**src/rtl/debounce_filter_pkg.sv**
```systemverilog
// debounce_filter_pkg: state encoding and default parameters shared by the debounce filter.
package debounce_filter_pkg;

   typedef enum logic [1:0] {
      ST_STABLE_LOW  = 2'd0,
      ST_WAIT_HIGH   = 2'd1,
      ST_STABLE_HIGH = 2'd2,
      ST_WAIT_LOW    = 2'd3
   } state_t;

   localparam int DEF_SYNC_STAGES   = 2;
   localparam int DEF_STABLE_CYCLES = 4;

   function automatic state_t stable_state(input logic hi);
      return hi ? ST_STABLE_HIGH : ST_STABLE_LOW;
   endfunction

endpackage

```
**src/rtl/debounce_filter_sync_chain.sv**
```systemverilog
// sync_chain: N-flop synchroniser bringing an asynchronous level into the clk domain.
module sync_chain #(
   parameter int N = 2
) (
   input  logic clk,
   input  logic rst,
   input  logic d,
   output logic q
);

   logic [N-1:0] r_sync;

   always_ff @(posedge clk) begin
      if (rst) r_sync <= '0;
      else     r_sync <= {r_sync[N-2:0], d};
   end

   assign q = r_sync[N-1];

endmodule

```
**src/rtl/debounce_filter.sv**
```systemverilog
// debounce_filter: synchronises d_raw and releases a new level only after it has been stable
// for STABLE_CYCLES samples; aborted candidates are counted in a saturating glitch counter.
module debounce_filter
   import debounce_filter_pkg::*;
#(
   parameter int SYNC_STAGES   = DEF_SYNC_STAGES,
   parameter int STABLE_CYCLES = DEF_STABLE_CYCLES,
   parameter int CNT_W         = 8,
   parameter int GLITCH_W      = 8
) (
   input  logic                clk,
   input  logic                rst,
   input  logic                d_raw,
   input  logic                glitch_clr,
   output logic                d_out,
   output logic                busy,
   output logic [GLITCH_W-1:0] glitch_cnt
);

   state_t              r_state, w_next;
   logic [CNT_W-1:0]    r_cnt, w_cnt_next;
   logic [GLITCH_W-1:0] r_glitch;
   logic                w_s, w_hi, w_wait, w_diff, w_done, w_glitch;

   sync_chain #(.N(SYNC_STAGES)) u_sync (
      .clk (clk),
      .rst (rst),
      .d   (d_raw),
      .q   (w_s)
   );

   assign w_hi     = (r_state == ST_STABLE_HIGH) || (r_state == ST_WAIT_LOW);
   assign w_wait   = (r_state == ST_WAIT_HIGH) || (r_state == ST_WAIT_LOW);
   assign w_diff   = w_s != w_hi;
   assign w_done   = w_wait ? (r_cnt == CNT_W'(STABLE_CYCLES - 1)) : (STABLE_CYCLES == 1);
   assign w_glitch = w_wait && !w_diff;

   always_ff @(posedge clk) begin
      if (rst) begin
         r_state <= ST_STABLE_LOW;
         r_cnt   <= '0;
      end else begin
         r_state <= w_next;
         r_cnt   <= w_cnt_next;
      end
   end

   // A sample matching the current level either holds a stable state or aborts a candidate.
   always_comb begin
      w_next     = !w_diff ? stable_state(w_hi) :
                   w_done  ? stable_state(!w_hi) :
                   (w_hi ? ST_WAIT_LOW : ST_WAIT_HIGH);
      w_cnt_next = (!w_diff || w_done) ? '0 : r_cnt + 1'b1;
   end

   always_comb begin
      d_out = w_hi;
      busy  = w_wait;
   end

   always_ff @(posedge clk) begin
      if (rst || glitch_clr)                  r_glitch <= '0;
      else if (w_glitch && (r_glitch != '1))  r_glitch <= r_glitch + 1'b1;
   end

   assign glitch_cnt = r_glitch;

endmodule

```
**config.mk**
```make
export PLATFORM = sky130hd
export DESIGN_NAME = debounce_filter
export DESIGN_NICKNAME = d
export VERILOG_FILES = /design/src/rtl/debounce_filter_pkg.sv /design/src/rtl/debounce_filter_sync_chain.sv /design/src/rtl/debounce_filter.sv
export SDC_FILE = /design/constraint.sdc
export NUM_CORES = 1
export LEC_CHECK = 0
export ABC_CLOCK_PERIOD_IN_PS = 1800
export CAP_MARGIN = 20
export CORE_UTILIZATION = 31
export DETAILED_ROUTE_END_ITERATION = 12
export PLACE_DENSITY = 0.53
export SLEW_MARGIN = 20
export SYNTH_ARGS = -nofsm -noshare
export SYNTH_HDL_FRONTEND = slang
export SYNTH_SLANG_ARGS = --single-unit
```
**constraint.sdc**
```tcl
create_clock -name clk -period 1.8 [get_ports clk]
set_clock_uncertainty 0.1 [all_clocks]
set_input_delay 0.54 -clock clk [delete_from_list [all_inputs] [get_ports clk]]
set_output_delay 0.54 -clock clk [all_outputs]
set_load 0.01 [all_outputs]
```
# --- Word level (Yosys, flattened, before mapping) ---
# Cells that the tools add are included.
op_classes:
  eq_ne: 6
  mul: 0
  mux: 6
  bitwise: 0
  add_sub_neg: 2
  div_mod_pow: 0
  n_shift: 0
  n_lt_le_gt_ge: 0
  reduce_logical: 8
op_table:
  columns: ["cell", "n"]
  rows:
  - ["$add A8 B1 Y8 const B", 2]
  - ["$mux W2", 5]
  - ["$eq A8 B2 Y1 const B", 1]
  - ["$ne A8 B8 Y1 const B", 1]
  - ["$eq A2 B2 Y1 const B", 2]
  - ["$logic_or A1 B1 Y1", 4]
  - ["$eq A2 B1 Y1 const B", 1]
  - ["$logic_and A1 B1 Y1", 2]
  - ["$reduce_or A2 Y1", 1]
  - ["$logic_not A1 Y1", 1]
  - ["$mux W1", 1]
  - ["$ne A1 B1 Y1", 1]
totals:
  latchBits: 0
  out_inout_bits: 10
  n_memories: 0
  word_cells: 26
  mem_bits_rw: 0
  reg_bits: 20
  rom_bits: 0

# --- Longest topological paths before layout ---
# Gate-level depths: netlist of run 1.
logic_depth:
  ltp_word: 6
  depth_mapped: 5

# --- Cells and area by module ---
# A second synthesis of run 1 with hierarchy kept.
hier_totals:
  cells_unflattened: 96
  hier_area_um2: 875.8
modules_own_cells:
  columns: ["module", "instances", "cells_per_inst", "area_per_inst_um2"]
  rows:
  - ["debounce_filter", 1, 92, 823.3]
  - ["sync_chain", 1, 4, 52.6]

# --- Worst setup path before layout of run 1 ---
# Ideal clock, no wire load.
synth_path:
  path_type: "reg2reg"
  startpoint: "reg r_glitch[0], in the netlist glitch_cnt[0]"
  endpoint: "reg r_glitch[6], in the netlist glitch_cnt[6]"
  period_less_slack_ps: 1438
  path_stages_with_launch: 6
  slack_ps: 362
  setup_time_ps: 124
  path_buffers: 0
  t_arrival_ps: 1215
  cell_sequence: "dfxtp_1 > ha_1 > and3_1 > nand4_1 > o31ai_1 > a21oi_1"
synth_between:
  elab_chain_len: 2
synth_rtl:
  columns: ["element", "line_no", "rtl"]
  rows:
  - ["from (decl)", "debounce_filter.sv:22", "logic [GLITCH_W-1:0] r_glitch;"]
  - ["from (signal assigned)", "debounce_filter.sv:63", "else if (w_glitch && (r_glitch != '1)) r_glitch <= r_glitch + 1'b1;"]
  - ["parallel branches: the longest is 2 deep, another holds $add A8 B1 Y8", null, null]
# Several ways; the timed one is not identified.
# A chain may end at the register's enable or synchronous reset.

# --- Final worst setup path of run 1 ---
layout_path:
  startpoint: "reg r_glitch[2], in the netlist glitch_cnt[2]"
  endpoint: "out glitch_cnt[2]"
layout_lines:
  columns: ["element", "line_no", "rtl"]
  rows:
  - ["to (decl)", "debounce_filter.sv:17", "output logic [GLITCH_W-1:0] glitch_cnt"]
# No word-level cell between the ends.

==> flow_summary_export.csv, run 1 <==
group,metric,value,unit
synthesis,yosysMostFrequentCell,"dfxtp_1",
grt,grt_start_max_net_pins,11,
grt,grt_pass1_vias,694,
placed_design,gp_congestion,0.748,
drt,dr_total_vias,754,
floorplan,die_w,55.5,um
timing,post-route-min-period,1.62,ns
timing,rsz0062_at_grt,"no",
hold_path,hold_class,"register to register",
clock_network,path_clk_slew,0.12,ns
drt,drc_errors,0,
setup_path,crit_fanout,6,
floorplan,die_y,55.5,um
clock_network,cts_setup_buffers,0,
drt,vias_per_cell,4.96,
floorplan,coreArea,2730,sq um
flow_run,drv_cap,0,
drt,routedWlPerCell,11.0,um
pwr,seqPwrFrac,64.6,%
layout,syn_to_final_growth,27.2,%
setup_path,slowest_stage,"dfxtp_2",
setup_path,cp_slowest_stage_delay,0.39,ns
pwr,cellPowerDensity,614,nW/um^2
setup_path,critPathTopFamily,"flip-flops",
clock_network,cts_root_buf,"clkbuf_4",
synthesis,async_reset_ff_share,0,%
hold_path,whs_path_depth,1,
timing,worstMarginPinSlew,0.401,ns
floorplan,die_area,3080,sq um
timing,fin_crit_sh,89.8,%
clock_network,clk_path_buf_depth,2,
grt,overflow,0,
clock_network,hold_buffers,0,
outcome,status,"finished, final reports clean",
layout,drive_above_1_share,18.2,%
synthesis,ys_ff_latch,20,
drt,ant_nets,0,
placed_design,dp_hpwl,1.30,mm
synthesis,synth_top_area_share,45.1,%
clock_network,htree_levels,1,
drt,drt-pass1-iter-count,6,
timing,slew_viol_final,0,
setup_path,worstSetupEndpointType,"output port",
floorplan,ios,14,
synthesis,ys_seq_area_share,45.1,%
setup_path,crit_chain,"dlygate4sd2_1",
synthesis,yosys-top-cells-count,"dfxtp_1 (20), nor2_1 (11), nand3_1 (9), xor2_1 (8), nand2_1 (6)",
clock_network,numCtsBuffers,3,
timing,relSlewSlack,72.9,%
layout,antennaDiodeCount,0,
synthesis,synth.avg_cell_area,9.16,sq um
pwr,p_comb_share,4.5,%
drt,drtIter0Drc,25,
synthesis,yosys-top-cells-area,"dfxtp_1 (45%), xor2_1 (7.9%), nand3_1 (5.1%), nor2_1 (4.6%), and3_1 (3.5%)",
pwr,internal_power,0.541,mW
floorplan,num_rows,19,
grt,grt_pass1_wl,2.88,mm
grt,track_usage,12.2,%
placed_design,port_buffers,13,
drt,totalWireLength,1.67,mm
pwr,power_switching,0.153,mW
synthesis,netlist-cell-type-count,27,
setup_path,critPathRequiredTime,1.16,ns
synthesis,synth_area,888,sq um
grt,antenna_found_initial,0,
clock_network,tritoncts,"yes",
timing,tns,0,ns
synthesis,synthCells,97,
synthesis,synth_edf_count,0,
timing,setup_viol,0,
setup_path,reg2reg_depth,5,
synthesis,yosys_warnings,0,
clock_network,clock_latency,0.31,ns
timing,hold_viol_final,0,
pwr,p_leak,0.472,nW
clock_network,cts_num_sinks,20,
setup_path,cp.depth,1,
synthesis,yosysTopAreaCell,"dfxtp_1",
timing,max_freq,619,MHz
pwr,pwr-share-clk,30.8,%
pwr,power,0.694,mW
setup_path,cp.arrival,0.98,ns
setup_path,setup.worst_path.start_class,"register",
setup_path,critical_path_class,"register to output port",
synthesis,synth_ff_type,"dfxtp_1",
layout,layout.nets,129,
floorplan,start_util,32.5,%
pwr,swShare,22.1,%
synthesis,synth_nets,103,
pwr,peakVddDrop,0.418,mV
setup_path,crit_buf_inv,1,
## per-layer routing
layer | global-route usage (%) | vias up | part of all wire, %
met4 | 5.36 | 0 | 2.2
met1 | 12.6 | 338 | 42
met3 | 5.15 | 4 | 5.3
met5 | 0 | - | 0
met2 | 21.3 | 19 | 51
li1 | - | 393 | -
## metrics by stage
step	util [%]	cells	hold WS, ns	setup slack, ns	area [sq um]
2_1_floorplan	-	97	0.314	0.362	888
3_3_place_gp	40.8	149	0.325	0.00502	1110
3_5_place_dp	40.8	149	0.330	-0.0243	1110
4_1_cts	41.3	152	0.354	0.167	1130
5_1_grt	41.3	152	0.365	0.0675	1130
6_report	41.3	152	0.347	0.184	1130
## cells in the final DEF (no fill, tap or decap), types with 2 or more instances in the layout
cell / netlist / layout
nand2_1: 6 / 6
ha_1: 2 / 2
nor2b_1: 2 / 2
clkbuf_4: 0 / 3
a21oi_1: 3 / 3
nor4b_1: 3 / 3
buf_4: 0 / 10
nand4_1: 5 / 5
nor2_1: 11 / 11
inv_1: 3 / 3
o21ai_0: 2 / 2
dfxtp_1: 20 / 16
nand3_1: 9 / 9
a211oi_1: 2 / 2
xor2_1: 8 / 8
a31oi_1: 3 / 3
dfxtp_2: 0 / 4
clkdlybuf4s50_1: 0 / 3
and3_1: 5 / 5
dlygate4sd2_1: 0 / 10
## power groups by stage
stage | Sequential, mW | Combinational [mW] | Clock [mW]
after CTS | 0.449 | 0.0320 | 0.223
after detailed placement | 0.459 | 0.0324 | 0
after floorplan | 0.459 | 0.0135 | 0
after global placement | 0.459 | 0.0325 | 0
final | 0.449 | 0.0314 | 0.214
after global routing | 0.449 | 0.0342 | 0.246
## cell type report
cell class	count	area, sq um
clock buffer	3	22.5
fill	289	1600
inverter	3	11.3
multi-input combinational	72	459
sequential	20	405
tap	31	38.8
timing repair buffer	23	193
## flip-flops by register name, indices dropped and copies added (netlist names)
signal / flops
r_state: 2
u_sync.r_sync: 2
r_cnt: 8
glitch_cnt: 8
## cell families after synthesis
group                      count (synthesis)  share of synthesized area, %
AOI/OAI and AO/OA                         14                          10.7
xor gates and xnor gates                  10                          10.7
adders and majority gates                  2                          2.82
buffers and inverters                      5                          3.24
DFF                                       20                          45.1
and+or+nand+nor                           46                          27.5
## path summary, 6_finish.rpt
check	start	to	slack [ns]
min reg2reg	u_sync.r_sync[0]	u_sync.r_sync[1]	0.35
max reg2reg	r_cnt[1]	r_cnt[6]	0.29
max	glitch_cnt[2]	glitch_cnt[2]	0.18
min	u_sync.r_sync[0]	u_sync.r_sync[1]	0.35
## repair_timing
action                     CTS  global route
resized for setup           14             0
hold endpoints to repair     0             0
setup endpoints to repair   10             0
(Power assumes the default switching activity.)
==> inputs of run 2 (changes only) <==
--- a/config.mk
+++ b/config.mk
@@ -5,11 +5,12 @@
 export SDC_FILE = /design/constraint.sdc
 export NUM_CORES = 1
 export LEC_CHECK = 0
-export ABC_CLOCK_PERIOD_IN_PS = 1800
+export ABC_CLOCK_PERIOD_IN_PS = 1700
 export CAP_MARGIN = 20
 export CORE_UTILIZATION = 31
 export DETAILED_ROUTE_END_ITERATION = 12
 export PLACE_DENSITY = 0.53
+export SETUP_SLACK_MARGIN = 0.3
 export SLEW_MARGIN = 20
 export SYNTH_ARGS = -nofsm -noshare
 export SYNTH_HDL_FRONTEND = slang
==> constraint.sdc (replaced) <==
create_clock -name clk -period 1.7 [get_ports clk]
set_clock_uncertainty 0.1 [all_clocks]
set_input_delay 0.51 -clock clk [delete_from_list [all_inputs] [get_ports clk]]
set_output_delay 0.51 -clock clk [all_outputs]
set_load 0.01 [all_outputs]
==> run 2 against run 1 <==
Against the previous run:
- sequential power rose by 5.6%
- clock power increased by 26%
- via count grew 4.5%
- count of clock-buffer cells in the layout is 1 higher
- setup slack better by 0.074 ns
==> flow_summary_export.csv, run 2 (same netlist as run 1, synthesis figures left out) <==
group,metric,value,unit
timing,slew_viol_final,0,
drt,ant_nets,0,
layout,final_common_cell,"buf_4",
pwr,pwr-share-clk,34.5,%
outcome,status,"finished, final reports clean",
timing,worstMarginPinSlew,0.320,ns
timing,tns,0,ns
grt,grt_start_max_net_pins,12,
layout,drive_above_1_share,41.9,%
timing,setup_viol,0,
floorplan,die_w,55.5,um
pwr,peakVddDrop,0.302,mV
clock_network,tritoncts,"yes",
clock_network,htree_levels,1,
placed_design,dp_hpwl,1.41,mm
clock_network,clk_path_buf_depth,2,
clock_network,cts_root_buf,"clkbuf_4",
floorplan,num_rows,19,
setup_path,crit_fanout,5,
setup_path,critical_path_class,"input port to register",
pwr,p_leak,0.500,nW
setup_path,setup.worst_path.start_class,"input port",
drt,drc_errors,0,
hold_path,hold_class,"register to register",
grt,antenna_found_initial,0,
clock_network,cts_num_sinks,20,
floorplan,die_area,3080,sq um
setup_path,critPathRequiredTime,1.84,ns
clock_network,path_clk_slew,0.11,ns
layout,syn_to_final_growth,44.1,%
clock_network,clock_latency,0.29,ns
layout,antennaDiodeCount,0,
grt,use_met1,16.0,%
pwr,swShare,20.5,%
setup_path,reg2reg_depth,5,
setup_path,reg2reg_slack,0.30,ns
grt,grt_pass1_wl,3.35,mm
layout,instances_no_fill,160,
drt,vias_per_cell,4.93,
clock_network,hold_buffers,0,
drt,drtIter0Drc,9,
grt,grt_pass1_vias,794,
placed_design,placed_area,1150,sq um
timing,fin_worst_hold_slack,0.358,ns
floorplan,die_y,55.5,um
pwr,internal_power,0.622,mW
drt,totalWireLength,1.86,mm
layout,fin_util,46.8,%
layout,layout.nets,136,
setup_path,cp-startpoint,"rst",
pwr,p_comb_share,4.9,%
floorplan,start_util,32.5,%
setup_path,worstSetupEndpointType,"register",
grt,top_usage_layer,"met2",
timing,fin_crit_sh,84.8,%
clock_network,numCtsBuffers,3,
placed_design,gp_congestion,0.806,
layout,fin_area,1280,sq um
grt,overflow,0,
grt,use_met3,2.58,%
placed_design,dpl_worst_slack,-0.111,ns
hold_path,hp-start,"u_sync.r_sync[0]",
floorplan,coreArea,2730,sq um
timing,rsz0062_at_grt,"yes",
drt,drt-pass1-iter-count,3,
pwr,power_switching,0.161,mW
grt,met2_usage,23.1,%
floorplan,ios,14,
drt,dr_total_vias,788,
pwr,cellPowerDensity,611,nW/um^2
layout,final_cell_mix,"buf_4 (15), nor2_1 (11), dfxtp_2 (10)",
timing,relSlewSlack,78.3,%
placed_design,port_buffers,13,
timing,hold_viol_final,0,
grt,track_usage,13.6,%
pwr,power,0.783,mW
timing,post-route-min-period,1.44,ns
drt,routedWlPerCell,11.6,um
setup_path,r2r_end,"glitch_cnt[7]",
flow_run,drv_cap,0,
setup_path,reg2reg_from,"r_state[1]",
setup_path,endpoint,"glitch_cnt[5]",
pwr,seqPwrFrac,60.6,%
setup_path,cp.arrival,1.58,ns
timing,fin_ws,0.258,ns
timing,max_freq,693,MHz
placed_design,dp_cells,151,
run 2: changes by cell type in the layout (fill, tap and decap cells not counted), moves of 2 or more:
cell and delta:
dfxtp_2 +6, buf_2 +6, dfxtp_1 -7, ha_4 +2, ha_1 -2, buf_6 +6
nor4b_1 -2, dlygate4sd2_1 -10, buf_4 +5
run 2: power by group through the flow:
stage | clock network (mW) | logic [mW] | registers (mW)
2_1_floorplan | 0 | 0.0144 | 0.486
3_3_place_gp | 0 | 0.0354 | 0.485
3_5_place_dp | 0 | 0.0358 | 0.486
4_1_cts | 0.291 | 0.0375 | 0.474
5_1_grt | 0.306 | 0.0419 | 0.475
6_report | 0.270 | 0.0382 | 0.474
run 2: repair_timing:
item                                    4_1_cts  5_1_grt
gates resized for setup                      59        9
endpoints found under the setup margin       24       21
buffers inserted                              4        1
hold endpoints to repair                      0        0
pin swaps                                    11        5
run 2: routing by layer:
metal  up-vias  routed length, um
met5         -                  0
met4         0                 17
met3         2                 47
met2         8                952
met1       366                841
li1        412                  -
run 2: critical path: stages:
cell             delay, ns
clkdlybuf4s50_1       0.44
or2_4                 0.30
a211oi_1              0.20
a31o_1                0.12
run 2: area by class of cell:
class | count | area (sq um)
clock buffer | 4 | 36.3
fill | 273 | 1450
inverter | 3 | 11.3
multi-input combinational | 72 | 537
sequential | 20 | 417
tap | 31 | 38.8
timing repair buffer | 30 | 240
run 2: worst min-delay path by stage:
stage | slack [ns] | endpoint | cells past startpoint
floorplan | 0.31 | u_sync.r_sync[1] | 1
global placement | 0.32 | u_sync.r_sync[1] | 1
detailed placement | 0.34 | u_sync.r_sync[1] | 1
CTS | 0.36 | u_sync.r_sync[1] | 1
global route | 0.37 | u_sync.r_sync[1] | 1
finish | 0.36 | u_sync.r_sync[1] | 1
